## src/rtl/fsm_dp_pkg.sv

```systemverilog
// Shared constants for the sequencing-controller datapath: ALU opcodes, operand-A
// select codes, clock-enable bit positions and register-file geometry.
package fsm_dp_pkg;

    typedef enum logic [2:0] {
        OP_PASS = 3'b000,
        OP_ADD  = 3'b001,
        OP_SUB  = 3'b010,
        OP_AND  = 3'b011,
        OP_OR   = 3'b100,
        OP_XOR  = 3'b101,
        OP_SHL  = 3'b110,
        OP_NOT  = 3'b111
    } alu_op_e;

    typedef enum logic [1:0] {
        SEL_RA = 2'b00,
        SEL_RD = 2'b01,
        SEL_RB = 2'b10,
        SEL_RF = 2'b11
    } sel_e;

    localparam int CE_RA = 0;
    localparam int CE_RB = 1;
    localparam int CE_RF = 2;
    localparam int CE_RD = 3;

    localparam int RF_DEPTH = 8;
    localparam int RF_AW    = $clog2(RF_DEPTH);

    localparam logic [3:0] WR_CNT_MAX = 4'hF;

endpackage

```

## src/rtl/fsm_dp_if.sv

```systemverilog
// Controller-to-datapath bundle: control/operand inputs from the controller side,
// result, flags and readback back towards the display and bench.
interface fsm_dp_if
    import fsm_dp_pkg::*;
#(
    parameter int WIDTH = 8
);
    logic               CLR;
    logic [RF_AW-1:0]   W;
    logic [3:0]         CE;
    logic [1:0]         SEL;
    logic [2:0]         S;
    logic [WIDTH-1:0]   DIN_A;
    logic [WIDTH-1:0]   DIN_B;
    logic [WIDTH-1:0]   DOUT;
    logic [WIDTH-1:0]   RF_DOUT;
    logic               ZERO;
    logic               CARRY;
    logic [3:0]         WR_CNT;

    modport master (
        output CLR, W, CE, SEL, S, DIN_A, DIN_B,
        input  DOUT, RF_DOUT, ZERO, CARRY, WR_CNT
    );

    modport slave (
        input  CLR, W, CE, SEL, S, DIN_A, DIN_B,
        output DOUT, RF_DOUT, ZERO, CARRY, WR_CNT
    );
endinterface

```

## src/rtl/dp_alu.sv

```systemverilog
// Combinational ALU producing a WIDTH+1 result; the top bit is carry, borrow or the
// bit shifted out, and zero for the logical/pass ops.
module dp_alu
    import fsm_dp_pkg::*;
#(
    parameter int WIDTH = 8
) (
    input  logic [WIDTH-1:0] A,
    input  logic [WIDTH-1:0] B,
    input  logic [2:0]       S,
    output logic [WIDTH:0]   RESULT
);

    always_comb begin
        // NOTE: default assignment first so no path through the case can infer a latch.
        RESULT = '0;
        case (alu_op_e'(S))
            OP_PASS: RESULT = {1'b0, A};
            OP_ADD:  RESULT = {1'b0, A} + {1'b0, B};
            // Wrap of the extended subtraction sets the top bit exactly when A < B.
            OP_SUB:  RESULT = {1'b0, A} - {1'b0, B};
            OP_AND:  RESULT = {1'b0, A & B};
            OP_OR:   RESULT = {1'b0, A | B};
            OP_XOR:  RESULT = {1'b0, A ^ B};
            OP_SHL:  RESULT = {A, 1'b0};
            OP_NOT:  RESULT = {1'b0, ~A};
            default: RESULT = '0;
        endcase
    end

endmodule

```

## src/rtl/fsm_datapath.sv

```systemverilog
// Operand registers, accumulator, flags and an 8-entry register file driven cycle by
// cycle by the six-state sequencing controller's CLR/W/CE/SEL/S outputs.
module fsm_datapath
    import fsm_dp_pkg::*;
#(
    parameter int WIDTH = 8
) (
    input  logic     CLK,
    input  logic     RESET_N,
    fsm_dp_if.slave  bus
);

    logic [WIDTH-1:0] ra;
    logic [WIDTH-1:0] rb;
    logic [WIDTH-1:0] rd;
    logic             zero_q;
    logic             carry_q;
    logic [3:0]       wr_cnt;
    logic [WIDTH-1:0] rf [RF_DEPTH];

    logic [WIDTH-1:0] op_a;
    logic [WIDTH:0]   alu_res;

    always_comb begin
        op_a = ra;
        case (sel_e'(bus.SEL))
            SEL_RA:  op_a = ra;
            SEL_RD:  op_a = rd;
            SEL_RB:  op_a = rb;
            SEL_RF:  op_a = rf[bus.W];
            default: op_a = ra;
        endcase
    end

    dp_alu #(.WIDTH(WIDTH)) u_alu (
        .A      (op_a),
        .B      (rb),
        .S      (bus.S),
        .RESULT (alu_res)
    );

    // NOTE: non-blocking assignments let every enable in a cycle act on pre-edge
    // values, so CE[2]&CE[3] stores the old RD and CE[0]&CE[3] uses the old RA.
    always_ff @(posedge CLK or negedge RESET_N) begin
        if (!RESET_N) begin
            ra      <= '0;
            rb      <= '0;
            rd      <= '0;
            zero_q  <= 1'b0;
            carry_q <= 1'b0;
            wr_cnt  <= '0;
            // NOTE: the register file is reset too, because readback must show 0
            // after reset; this keeps it as flops rather than an unreset RAM.
            for (int i = 0; i < RF_DEPTH; i++) rf[i] <= '0;
        end else if (bus.CLR) begin
            // CLR leaves the register file alone and suppresses any write to it.
            ra      <= '0;
            rb      <= '0;
            rd      <= '0;
            zero_q  <= 1'b0;
            carry_q <= 1'b0;
            wr_cnt  <= '0;
        end else begin
            if (bus.CE[CE_RA]) ra <= bus.DIN_A;
            if (bus.CE[CE_RB]) rb <= bus.DIN_B;
            if (bus.CE[CE_RF]) begin
                rf[bus.W] <= rd;
                if (wr_cnt != WR_CNT_MAX) wr_cnt <= wr_cnt + 4'd1;
            end
            if (bus.CE[CE_RD]) begin
                rd      <= alu_res[WIDTH-1:0];
                zero_q  <= (alu_res[WIDTH-1:0] == '0);
                carry_q <= alu_res[WIDTH];
            end
        end
    end

    assign bus.DOUT    = rd;
    assign bus.RF_DOUT = rf[bus.W];
    assign bus.ZERO    = zero_q;
    assign bus.CARRY   = carry_q;
    assign bus.WR_CNT  = wr_cnt;

endmodule

```

## src/flat_wrapper.sv

```systemverilog
// flat-port wrapper written by rule: the top's interface ports become plain ports
module fsm_datapath_flat import fsm_dp_pkg::*;
#(
    parameter int WIDTH = 8
)
  (CLK, RESET_N, bus_CLR, bus_W, bus_CE, bus_SEL, bus_S, bus_DIN_A, bus_DIN_B, bus_DOUT, bus_RF_DOUT, bus_ZERO, bus_CARRY, bus_WR_CNT);
  fsm_dp_if #(.WIDTH(WIDTH)) bus_i ();
  input  logic CLK;
  input  logic RESET_N;
  input wire logic [$bits(bus_i.CLR)-1:0] bus_CLR;
  input wire logic [$bits(bus_i.W)-1:0] bus_W;
  input wire logic [$bits(bus_i.CE)-1:0] bus_CE;
  input wire logic [$bits(bus_i.SEL)-1:0] bus_SEL;
  input wire logic [$bits(bus_i.S)-1:0] bus_S;
  input wire logic [$bits(bus_i.DIN_A)-1:0] bus_DIN_A;
  input wire logic [$bits(bus_i.DIN_B)-1:0] bus_DIN_B;
  output wire logic [$bits(bus_i.DOUT)-1:0] bus_DOUT;
  output wire logic [$bits(bus_i.RF_DOUT)-1:0] bus_RF_DOUT;
  output wire logic [$bits(bus_i.ZERO)-1:0] bus_ZERO;
  output wire logic [$bits(bus_i.CARRY)-1:0] bus_CARRY;
  output wire logic [$bits(bus_i.WR_CNT)-1:0] bus_WR_CNT;
  assign bus_i.CLR = bus_CLR;
  assign bus_i.W = bus_W;
  assign bus_i.CE = bus_CE;
  assign bus_i.SEL = bus_SEL;
  assign bus_i.S = bus_S;
  assign bus_i.DIN_A = bus_DIN_A;
  assign bus_i.DIN_B = bus_DIN_B;
  assign bus_DOUT = bus_i.DOUT;
  assign bus_RF_DOUT = bus_i.RF_DOUT;
  assign bus_ZERO = bus_i.ZERO;
  assign bus_CARRY = bus_i.CARRY;
  assign bus_WR_CNT = bus_i.WR_CNT;
  fsm_datapath #(.WIDTH(WIDTH)) u_core (.CLK(CLK), .RESET_N(RESET_N), .bus(bus_i));
endmodule
```

## config.mk

```make
export PLATFORM = sky130hd
export DESIGN_NAME = fsm_datapath_flat
export DESIGN_NICKNAME = d
export VERILOG_FILES = /design/src/rtl/fsm_dp_pkg.sv /design/src/rtl/fsm_dp_if.sv /design/src/rtl/dp_alu.sv /design/src/rtl/fsm_datapath.sv /design/src/flat_wrapper.sv
export SDC_FILE = /design/constraint.sdc
export NUM_CORES = 1
export LEC_CHECK = 0
export ABC_CLOCK_PERIOD_IN_PS = 3750
export BUFFER_PORTS_ARGS = -buffer_cell sky130_fd_sc_hd__buf_4
export CAP_MARGIN = 20
export CORE_ASPECT_RATIO = 1.4
export CORE_MARGIN = 1
export CORE_UTILIZATION = 55
export CTS_CLUSTER_SIZE = 40
export DETAILED_ROUTE_END_ITERATION = 7
export PLACE_DENSITY = 0.85
export SLEW_MARGIN = 20
export SYNTH_ARGS = -nofsm -noshare
export SYNTH_HDL_FRONTEND = slang
export SYNTH_HIERARCHICAL = 1
export SYNTH_SLANG_ARGS = --single-unit
```

## constraint.sdc

```tcl
create_clock -name CLK -period 3.75 [get_ports CLK]
set_input_delay 0.75 -clock CLK [delete_from_list [all_inputs] [get_ports CLK]]
set_output_delay 0.75 -clock CLK [all_outputs]
set_load 0.02 [all_outputs]
```

==> reports/metrics.csv <==
stage,metric,value,unit
outcome,status,"finished, final reports clean",
cells_and_area,seq_area,2350,um2
clocking,post_cts_buffers,0,
timing,fin_crit,3680,ps
detailed_routing,num_vias,4549,
synth,synth-seq-cells,94,
timing,period_share,0.982,
placed_design,gp_congestion,0.983,
power,p_clk_frac,0.310,
power,p_int,2.04,mW
clocking,worstSkewPairLatency,340,ps
detailed_routing,drt_iter0_markers,324,
critical_path,critical_path_class,input pin to register,
job,max_cap_violations,0,
timing,relSlewSlack,0.499,
grt,use_met3,0.0377,
critical_path,r2r_setup_slack,420,ps
clocking,root_buffer,clkbuf_16,
placed_design,post-place-ws,-239,ps
critical_path,cp-end-kind,register,
timing,worst_slew_pin_slew,752,ps
cells_and_area,drive_gt1_frac,0.328,
clocking,holdBufCountCts,0,
timing,finClkSkew,7.95,ps
placed_design,portBuffers,52,
grt,grtUsageMet2,0.525,
synth,synth.distinct_cells,59,
detailed_routing,routedWlPerCell,20.7,um
synth,synthesis.nets,571,
critical_path,cp.arrival,3960,ps
critical_path,worst-endpoint-required,4030,ps
cells_and_area,syn_to_final_growth,18.9,%
grt,grt_pass1_wl,24.1,mm
timing,finalHoldViolations,0,
placed_design,dpl.cell_count,717,
power,pwr_density_cell,428,nW/um2
floorplanning,fp.coreArea,10000,um2
grt,grtUsageTotal,0.300,
grt,grt_pass1_vias,4742,
power,pwr-share-comb,0.267,
critical_path,r2r_cells,13,
power,seq_power_share,0.422,
timing,slew_violations,0,
placed_design,dp_hpwl,11.1,mm
synth,yosysWarnings,6,
cells_and_area,fill_cells,749,
critical_path,cp_max_fo,9,
detailed_routing,viasPerCell,6.21,
floorplanning,dieArea,10800,um2
floorplanning,die-width,88.3,um
timing,whs,471,ps
grt,grt_busiest_layer,met2,
grt,grt_start_max_net_pins,59,
detailed_routing,wl,15.2,mm
synth,async_reset_ff_frac,1.00,
clocking,clk_path_buf_depth,2,
clocking,cts_htree_levels,3,
power,leakage,3.39,nW
detailed_routing,drc,0,
detailed_routing,drt_pre_antenna_iters,7,
synth,ys_seq_area_frac,0.410,
synth,synth_cells,513,
cells_and_area,instances_no_fill,733,
floorplanning,pin_count,53,
grt,met1_usage,0.353,
floorplanning,start_util,0.573,
floorplanning,die_h,123,um
clocking,tritoncts,built,
clocking,clk_pin_slew,70,ps
cells_and_area,multi_input_area,3120,um2
power,vdd_drop_max,0.000327,V
synth,synth_edf_count,0,
synth,synth.avg_cell_area,11.2,um2
floorplanning,std_cell_rows,43,
timing,clock.fmax,0.272,GHz
detailed_routing,ant_nets,0,
min_path,min_path_type,input pin to async pin,
cells_and_area,diodes,0,
power,swShare,0.301,
grt,grt.overflow.total,0,
grt,grt_antenna_before_repair,0,
critical_path,r2r-end,u_core/bus.ZERO,
clocking,numCtsBuffers,9,
synth,synthesis.area,5730,um2
cells_and_area,final_nets,651,
power,switchingPower,0.878,mW
critical_path,worst_setup_path_start_kind,input pin,
synth,synthFlopType,dfrtp_1,
timing,setup_slack,67.2,ps
clocking,cts_sinks,94,
critical_path,r2r-start,u_core/rf[10],
timing,finalSetupViolCount,0,
==> synthesized netlist by cell type (8+ instances only) <==
cell type  number  area (um2)
xnor2_1         8        70.1
mux2_1         15         169
dfrtp_1        94        2350
mux2i_1        50         500
nand2b_1        9        56.3
inv_1          23        86.3
nand2_1        13        48.8
a21oi_1        20         100
mux2_2         51         574
mux4_2         11         248
nor2_1         51         191
clkbuf_1       15        56.3
ha_1           26         325
==> how the worst max path moves through the flow <==
stage,startpoint,end,slack [ps],depth (start not counted)
finish,bus_W[0],u_core/bus.ZERO,70,16
global route,bus_W[0],u_core/bus.ZERO,-70,16
CTS,bus_W[0],u_core/bus.ZERO,120,15
detailed placement,bus_W[0],u_core/bus.ZERO,-240,15
global placement,bus_W[0],u_core/bus.CARRY,-180,14
floorplan,bus_W[2],u_core/bus.ZERO,10,16
==> critical path, stage by stage <==
cell and delay (ps):
buf_4 180, buf_4 210, mux2i_1 240, o22ai_1 100, a211o_1 320, mux4_2 610, inv_1 100, ha_1 230
nor2_1 90, a211oi_1 50, a211o_1 280, o21ai_1 110, o211ai_1 220, nor4_1 240, a32oi_1 140, nor2_1 90
==> layout make-up <==
type | count | share of cell area
Clock buffer | 10 | 0.0336
Sequential cell | 94 | 0.345
Timing Repair Buffer | 103 | 0.117
Inverter | 23 | 0.0127
Tap cell | 135 | 0.0248
Clock inverter | 6 | 0.00918
Multi-Input combinational cell | 362 | 0.457
==> flip-flops by register name, summed over array words and instances (netlist names) <==
name	count
u_core/rf	64
u_core/ra	8
u_core/bus.CARRY	1
u_core/bus.ZERO	1
u_core/bus.WR_CNT	4
u_core/bus.DOUT	8
u_core/rb	8
==> per-stage QoR <==
stage,instance area (um2),utilization,total power [mW],setup TNS (ps)
2_1_floorplan,5730,-,1.69,0
3_3_place_gp,6500,0.650,1.96,-481
3_5_place_dp,6500,0.650,2.00,-915
4_1_cts,6800,0.679,2.90,0
5_1_grt,6820,0.681,3.03,-112
6_report,6820,0.681,2.92,0
==> cells by family after synthesis <==
logic type,after synthesis,share of synthesized area
mux,129,0.265
compound gates,79,0.0927
xor+xnor,13,0.0199
flops,94,0.410
fa+ha+maj,28,0.0620
simple gates,113,0.101
buf+inv,57,0.0493
==> routing by layer <==
| metal | share of wire | vias up |
|---|---|---|
| met5 | 0 | - |
| met4 | 0.041 | 0 |
| met3 | 0.056 | 57 |
| met2 | 0.53 | 202 |
| met1 | 0.37 | 2295 |
| li1 | - | 1995 |
==> power groups by stage <==
stage | Combinational (mW) | Clock [mW] | Sequential (mW)
after floorplan | 0.476 | 0 | 1.21
after global placement | 0.720 | 0 | 1.23
after detailed placement | 0.753 | 0 | 1.25
after CTS | 0.761 | 0.914 | 1.23
after global routing | 0.838 | 0.950 | 1.24
final | 0.780 | 0.905 | 1.23
==> cell usage in the layout (no fill, tap or decap), types with 6 or more instances in the layout <==
cell type  count
nand2b_1       9
mux4_2        11
a21oi_1       17
o21ai_0        6
buf_4        101
o22ai_1        7
nor3_1         7
mux2i_1       50
mux2_1        15
mux2_2        51
dfrtp_1       94
xnor2_1        8
nand2_1       13
ha_1          26
inv_1         23
a211oi_1       7
clkbuf_16      9
nor2_1        51
==> timing repair <==
action	CTS	global route
resized for setup	0	4
endpoints found under the setup margin	0	4
hold endpoints to repair	0	0
Note: power is estimated with default switching activity, not from simulation.
